--- src/rtl/tx_arbiter.sv ---
// tx_arbiter
//
// Shares one UART transmitter between two byte sources: the CPU output
// path and a debug/status source.
//
// The CPU path reacts to the falling edge of the slow, active-low CPU TX
// line. Each CPU byte goes into a small circular FIFO so that several output
// instructions in a row are not lost while the UART is still sending. The
// debug path has a single holding register. A round-robin arbiter issues
// exactly one one-cycle strobe per byte. It then follows the transmitter's
// busy line before it issues the next byte.
//
// Ports:
//   i_clk         system clock
//   i_reset       synchronous, active-high reset
//   i_cpu_tx      CPU TX line, active low (slow relative to i_clk)
//   i_cpu_data    CPU byte, valid while i_cpu_tx is low
//   i_dbg_stb     one-cycle debug byte request
//   i_dbg_data    debug byte, sampled with i_dbg_stb
//   o_dbg_busy    debug holding register full; i_dbg_stb ignored while high
//   o_tx_stb      one-cycle strobe to the transmitter
//   o_tx_data     byte to the transmitter, valid with o_tx_stb
//   i_tx_busy     transmitter busy
//   o_fifo_count  number of bytes held in the CPU FIFO
//   o_overflow    sticky: a CPU byte was dropped because the FIFO was full

module tx_arbiter #(
    parameter int LGDEPTH      = 2,
    parameter int BUSY_TIMEOUT = 3
) (
    input  logic               i_clk,
    input  logic               i_reset,
    input  logic               i_cpu_tx,
    input  logic [7:0]         i_cpu_data,
    input  logic               i_dbg_stb,
    input  logic [7:0]         i_dbg_data,
    output logic               o_dbg_busy,
    output logic               o_tx_stb,
    output logic [7:0]         o_tx_data,
    input  logic               i_tx_busy,
    output logic [LGDEPTH:0]   o_fifo_count,
    output logic               o_overflow
);

    localparam int DEPTH = 1 << LGDEPTH;
    localparam int CW    = LGDEPTH + 1;
    localparam int TW    = (BUSY_TIMEOUT > 1) ? $clog2(BUSY_TIMEOUT) : 1;

    localparam logic [1:0] S_IDLE      = 2'd0;
    localparam logic [1:0] S_WAIT_BUSY = 2'd1;
    localparam logic [1:0] S_WAIT_DONE = 2'd2;

    logic                prev_tx_q,  prev_tx_d;
    logic [7:0]          mem_q [DEPTH];
    logic [7:0]          mem_d [DEPTH];
    logic [LGDEPTH-1:0]  wr_ptr_q,   wr_ptr_d;
    logic [LGDEPTH-1:0]  rd_ptr_q,   rd_ptr_d;
    logic [CW-1:0]       count_q,    count_d;
    logic                overflow_q, overflow_d;
    logic                dbg_busy_q, dbg_busy_d;
    logic [7:0]          dbg_data_q, dbg_data_d;
    logic [1:0]          state_q,    state_d;
    logic [TW-1:0]       timer_q,    timer_d;
    logic                last_dbg_q, last_dbg_d;
    logic                tx_stb_q,   tx_stb_d;
    logic [7:0]          tx_data_q,  tx_data_d;

    logic push;
    logic push_ok;
    logic pop;
    logic fifo_full;
    logic cpu_pend;
    logic grant;
    logic grant_cpu;
    logic grant_dbg;

    // Arbitration. last_dbg_q records whether the previous grant went to the
    // debug source. When both sources are pending, the CPU wins only if debug
    // was granted last. last_dbg_q resets to 1, so the CPU is favoured first.
    always_comb begin
        cpu_pend  = (count_q != '0);
        fifo_full = (count_q == CW'(DEPTH));
        grant     = (state_q == S_IDLE) && !i_tx_busy && (cpu_pend || dbg_busy_q);
        grant_cpu = grant && cpu_pend && (!dbg_busy_q || last_dbg_q);
        grant_dbg = grant && !grant_cpu;
        pop       = grant_cpu;
    end

    // Transmit FSM. The FSM waits in IDLE while the UART is busy. This covers
    // a reset that lands mid-character, because txuart itself is not reset.
    // If busy never rises after a strobe, the byte is treated as sent once
    // the timeout expires.
    always_comb begin
        state_d    = state_q;
        timer_d    = timer_q;
        last_dbg_d = last_dbg_q;
        tx_stb_d   = 1'b0;
        tx_data_d  = tx_data_q;
        case (state_q)
            S_IDLE: begin
                if (grant) begin
                    tx_stb_d   = 1'b1;
                    tx_data_d  = grant_cpu ? mem_q[rd_ptr_q] : dbg_data_q;
                    last_dbg_d = grant_dbg;
                    timer_d    = '0;
                    state_d    = S_WAIT_BUSY;
                end
            end
            S_WAIT_BUSY: begin
                if (i_tx_busy) begin
                    state_d = S_WAIT_DONE;
                end else if (timer_q == TW'(BUSY_TIMEOUT - 1)) begin
                    state_d = S_IDLE;
                end else begin
                    timer_d = timer_q + TW'(1);
                end
            end
            S_WAIT_DONE: begin
                if (!i_tx_busy) begin
                    state_d = S_IDLE;
                end
            end
            default: state_d = S_IDLE;
        endcase
    end

    // CPU capture and FIFO. A push happens on the high-to-low transition of
    // the CPU TX line. A push into a full FIFO is still accepted when a pop
    // happens in the same cycle. When full, the write and read slots
    // coincide, but the popped byte has already been read combinationally
    // into tx_data_d.
    always_comb begin
        prev_tx_d  = i_cpu_tx;
        push       = prev_tx_q && !i_cpu_tx;
        push_ok    = push && (!fifo_full || pop);
        mem_d      = mem_q;
        wr_ptr_d   = wr_ptr_q;
        rd_ptr_d   = rd_ptr_q;
        overflow_d = overflow_q;
        count_d    = count_q;

        if (push_ok) begin
            mem_d[wr_ptr_q] = i_cpu_data;
            wr_ptr_d        = wr_ptr_q + LGDEPTH'(1);
        end else if (push) begin
            overflow_d = 1'b1;
        end

        if (pop) begin
            rd_ptr_d = rd_ptr_q + LGDEPTH'(1);
        end

        case ({push_ok, pop})
            2'b10:   count_d = count_q + CW'(1);
            2'b01:   count_d = count_q - CW'(1);
            default: count_d = count_q;
        endcase
    end

    // Debug holding register. A grant needs the register to be full, and a
    // load needs it to be empty, so the two can never happen together.
    always_comb begin
        dbg_busy_d = dbg_busy_q;
        dbg_data_d = dbg_data_q;
        if (grant_dbg) begin
            dbg_busy_d = 1'b0;
        end else if (i_dbg_stb && !dbg_busy_q) begin
            dbg_busy_d = 1'b1;
            dbg_data_d = i_dbg_data;
        end
    end

    // State registers. Reset takes priority over any push, strobe or grant
    // in the same cycle.
    always_ff @(posedge i_clk) begin
        if (i_reset) begin
            prev_tx_q  <= 1'b1;
            mem_q      <= '{default: 8'h00};
            wr_ptr_q   <= '0;
            rd_ptr_q   <= '0;
            count_q    <= '0;
            overflow_q <= 1'b0;
            dbg_busy_q <= 1'b0;
            dbg_data_q <= 8'h00;
            state_q    <= S_IDLE;
            timer_q    <= '0;
            last_dbg_q <= 1'b1;
            tx_stb_q   <= 1'b0;
            tx_data_q  <= 8'h00;
        end else begin
            prev_tx_q  <= prev_tx_d;
            mem_q      <= mem_d;
            wr_ptr_q   <= wr_ptr_d;
            rd_ptr_q   <= rd_ptr_d;
            count_q    <= count_d;
            overflow_q <= overflow_d;
            dbg_busy_q <= dbg_busy_d;
            dbg_data_q <= dbg_data_d;
            state_q    <= state_d;
            timer_q    <= timer_d;
            last_dbg_q <= last_dbg_d;
            tx_stb_q   <= tx_stb_d;
            tx_data_q  <= tx_data_d;
        end
    end

    assign o_dbg_busy   = dbg_busy_q;
    assign o_tx_stb     = tx_stb_q;
    assign o_tx_data    = tx_data_q;
    assign o_fifo_count = count_q;
    assign o_overflow   = overflow_q;

endmodule

--- config.mk ---
export PLATFORM = sky130hd
export DESIGN_NAME = tx_arbiter
export DESIGN_NICKNAME = d
export VERILOG_FILES = /design/src/rtl/tx_arbiter.sv
export SDC_FILE = /design/constraint.sdc
export NUM_CORES = 1
export LEC_CHECK = 0
export BUFFER_PORTS_ARGS = -buffer_cell sky130_fd_sc_hd__buf_2
export CAP_MARGIN = 40
export CORE_ASPECT_RATIO = 1.5
export CORE_UTILIZATION = 45
export CTS_BUF_LIST = sky130_fd_sc_hd__clkbuf_2
export DETAILED_ROUTE_END_ITERATION = 12
export PLACE_DENSITY = 0.69
export SLEW_MARGIN = 20
export SYNTH_ARGS = -nofsm -noshare
export SYNTH_HDL_FRONTEND = slang
export SYNTH_SLANG_ARGS = --single-unit
--- constraint.sdc ---
create_clock -name i_clk -period 2.5 [get_ports i_clk]
set_input_delay 0.125 -clock i_clk [delete_from_list [all_inputs] [get_ports i_clk]]
set_output_delay 0.125 -clock i_clk [all_outputs]
set_load 0.01 [all_outputs]
==> impl_metrics.toml <==
[placed_design]
gp_congestion = 0.753
placed_cells = 396
dp_hpwl_mm = 4.12
place_ws_ns = 0.241
port-buffer-count = 34

[final_layout]
drive_gt1_share_pct = 20.8
nNetsFinal = 379
stdcell_count = 432
num_antenna_cells = 0
area_growth_pct = 17.1
final_core_util_pct = 54.3

[power_and_ir_drop]
p_sw_w = 0.000948
p_comb_share_pct = 29.9
power.internal_w = 0.00185
leakage_nw = 1.34
worst_ir_drop_vdd_mv = 0.350
p_clk_share_pct = 24.6
switching_share_pct = 33.9
p_per_area_nw_per_um2 = 800
seq_power_share_pct = 45.5

[global_route]
grt_max_degree = 36
grt_overflow = 0
grt_pass1_wl_mm = 10.9
grt_pass1_vias = 2324
antenna_found_initial = 0
grt_usage_pct = 20.8

[sta]
whs_ns = 0.404
slew_viol_final = 0
clock_skew_ns = 0.0143
fin_ws_ns = 0.219
slew_headroom_pct = 59.2
hold_violations = 0
setup_viol = 0
setup_tns_ns = 0
tightestPinTransition_ns = 0.611
finalWorstPathRequiredPeriod_ns = 2.28
fin_crit_sh_pct = 91.3
rsz0062_at_grt = "no"
fmax_ghz = 0.438

[drt]
drtPass1Iterations = 5
antenna_left = 0
drcViolationCount = 0
drt-vias-per-instance = 5.75
vias = 2485
wl_per_cell_um = 15.1
drt-initial-drc-count = 145
drt_wl_total_mm = 6.54

[floorplan]
core_area_sq_um = 6440
dieArea_sq_um = 6970
rows = 36
start_util_pct = 46.3
die_width_um = 68.5
pin_count = 35
die_h_um = 102

[setup_path]
cp.required_ns = 2.92
cp-end-kind = "register"
critical_path_class = "reg2reg"
critPathLaunchType = "register"
arrival_ns = 2.70
crit_fanout = 5

[job]
cap_violations = 0

[cts]
cts_resized = 0
cts_tree = "done"
clk_path_buf_depth = 2
h-tree-depth = 3
hold_buffers = 20
numCtsBuffers = 9
clock_latency_ns = 0.48
clk_pin_slew_ns = 0.18
cts_root_buf = "clkbuf_2"
clock_sinks = 64
cts_setup_buffers = 0

[yosys]
synth_edf_count = 0
synth_cell_types = 35
syn_nets = 337
synthArstFlopShare_pct = 0
syn_area_sq_um = 2990
synth-seq-cells = 64
synth_warnings = 0
ys.flop_type = "dfxtp_1"
syn_area_per_cell_sq_um = 9.66
yosysSeqAreaShare_pct = 42.9
syn_inst = 309

[min_path]
min_path_type = "in2reg"

[run_status]
outcome = "complete, no violations"
metrics by stage:
step	cell area, sq um	power [W]
detailed placement	3160	0.00211
finish	3490	0.00279
floorplan	2990	0.00193
global placement	3140	0.00210
CTS	3490	0.00283
global route	3490	0.00298
layout by cell type (no fill, tap or decap), types with 6 or more instances in the layout:
| cell | synthesis | routed |
|---|---|---|
| nor2_1 | 24 | 24 |
| buf_4 | 3 | 8 |
| clkbuf_2 | 0 | 9 |
| a21oi_1 | 38 | 38 |
| dfxtp_1 | 64 | 64 |
| o31ai_1 | 33 | 33 |
| inv_1 | 11 | 11 |
| ha_1 | 6 | 6 |
| mux4_2 | 8 | 8 |
| nand4_1 | 33 | 33 |
| buf_2 | 7 | 34 |
| mux2i_1 | 16 | 16 |
| a211oi_1 | 9 | 9 |
| dlygate4sd3_1 | 0 | 20 |
worst paths after layout:
check / from / endpoint / slack (ns) / cells after the start
worst min-delay path: i_dbg_data[4] / dbg_data_q[4] / 0.40 / 4
worst max register to register: o_fifo_count[2] / o_fifo_count[2] / 0.22 / 9
worst min register to register: mem_q[21] / mem_q[21] / 0.48 / 2
worst max-delay path: o_fifo_count[2] / o_fifo_count[2] / 0.22 / 9
critical path: stages (launching register included):
cell,delay [ns]
dfxtp_1,0.41
nor3b_1,0.26
a21bo_2,0.26
nand2_1,0.07
ha_1,0.18
inv_1,0.06
fa_1,0.37
xor2_1,0.16
or3_1,0.31
a21oi_1,0.14
registers in the layout (all words and copies together) (netlist names):
signal	cells
prev_tx_q	1
last_dbg_q	1
o_tx_data	8
o_tx_stb	1
o_overflow	1
rd_ptr_q	2
timer_q	2
wr_ptr_q	2
dbg_data_q	8
o_dbg_busy	1
state_q	2
mem_q	32
o_fifo_count	3
power by group through the flow:
| stage | clock (W) | sequential (W) | combinational [W] |
|---|---|---|---|
| 2_1_floorplan | 0 | 0.00128 | 0.000642 |
| 3_3_place_gp | 0 | 0.00129 | 0.000806 |
| 3_5_place_dp | 0 | 0.00130 | 0.000816 |
| 4_1_cts | 0.000712 | 0.00127 | 0.000843 |
| 5_1_grt | 0.000746 | 0.00130 | 0.000937 |
| 6_report | 0.000686 | 0.00127 | 0.000837 |
synth_stat cells, types with 3 or more instances:
master    count  area, sq um
nor2b_1       3         18.8
mux4_2        8          180
inv_1        11         41.3
a211oi_1      9         67.6
o21ai_0       4         20.0
ha_1          6         75.1
dfxtp_1      64         1280
o31ai_1      33          248
buf_6         4         45.0
nand2b_1      4         25.0
nor2_1       24         90.1
buf_2         7         35.0
mux2i_1      16          160
a21oi_1      38          190
nand4_1      33          206
buf_4         3         22.5
xor2_1        4         35.0
clkbuf_1     18         67.6
final cells by class:
type,instances,area (sq um)
tap,76,95.1
timing repair buffer,63,450
fill,583,2950
multi-input combinational,202,1500
clock inverter,7,86.3
sequential,64,1280
clock buffer,9,45.0
inverter,11,41.3
cell families (layout without fill, tap and decap cells):
| logic type | count (synthesis) | count (layout) | share of synthesized area (%) |
|---|---|---|---|
| compound gates | 89 | 89 | 19.3 |
| simple gates | 77 | 77 | 14.7 |
| flops | 64 | 64 | 42.9 |
| buf+inv | 43 | 90 | 7.08 |
| mux | 24 | 24 | 11.4 |
| fa+ha+maj | 7 | 7 | 3.19 |
| xor+xnor | 5 | 5 | 1.47 |
per-layer routing:
metal	part of all wire (%)	routed length (um)	up-vias	global-route usage [%]
li1	-	-	1234	-
met1	43	2790	1164	26.7
met2	50	3290	76	32.7
met3	5.0	330	11	4.39
met4	1.9	124	0	9.46
met5	0	0	-	0
Note: power is estimated with default switching activity, not from simulation.
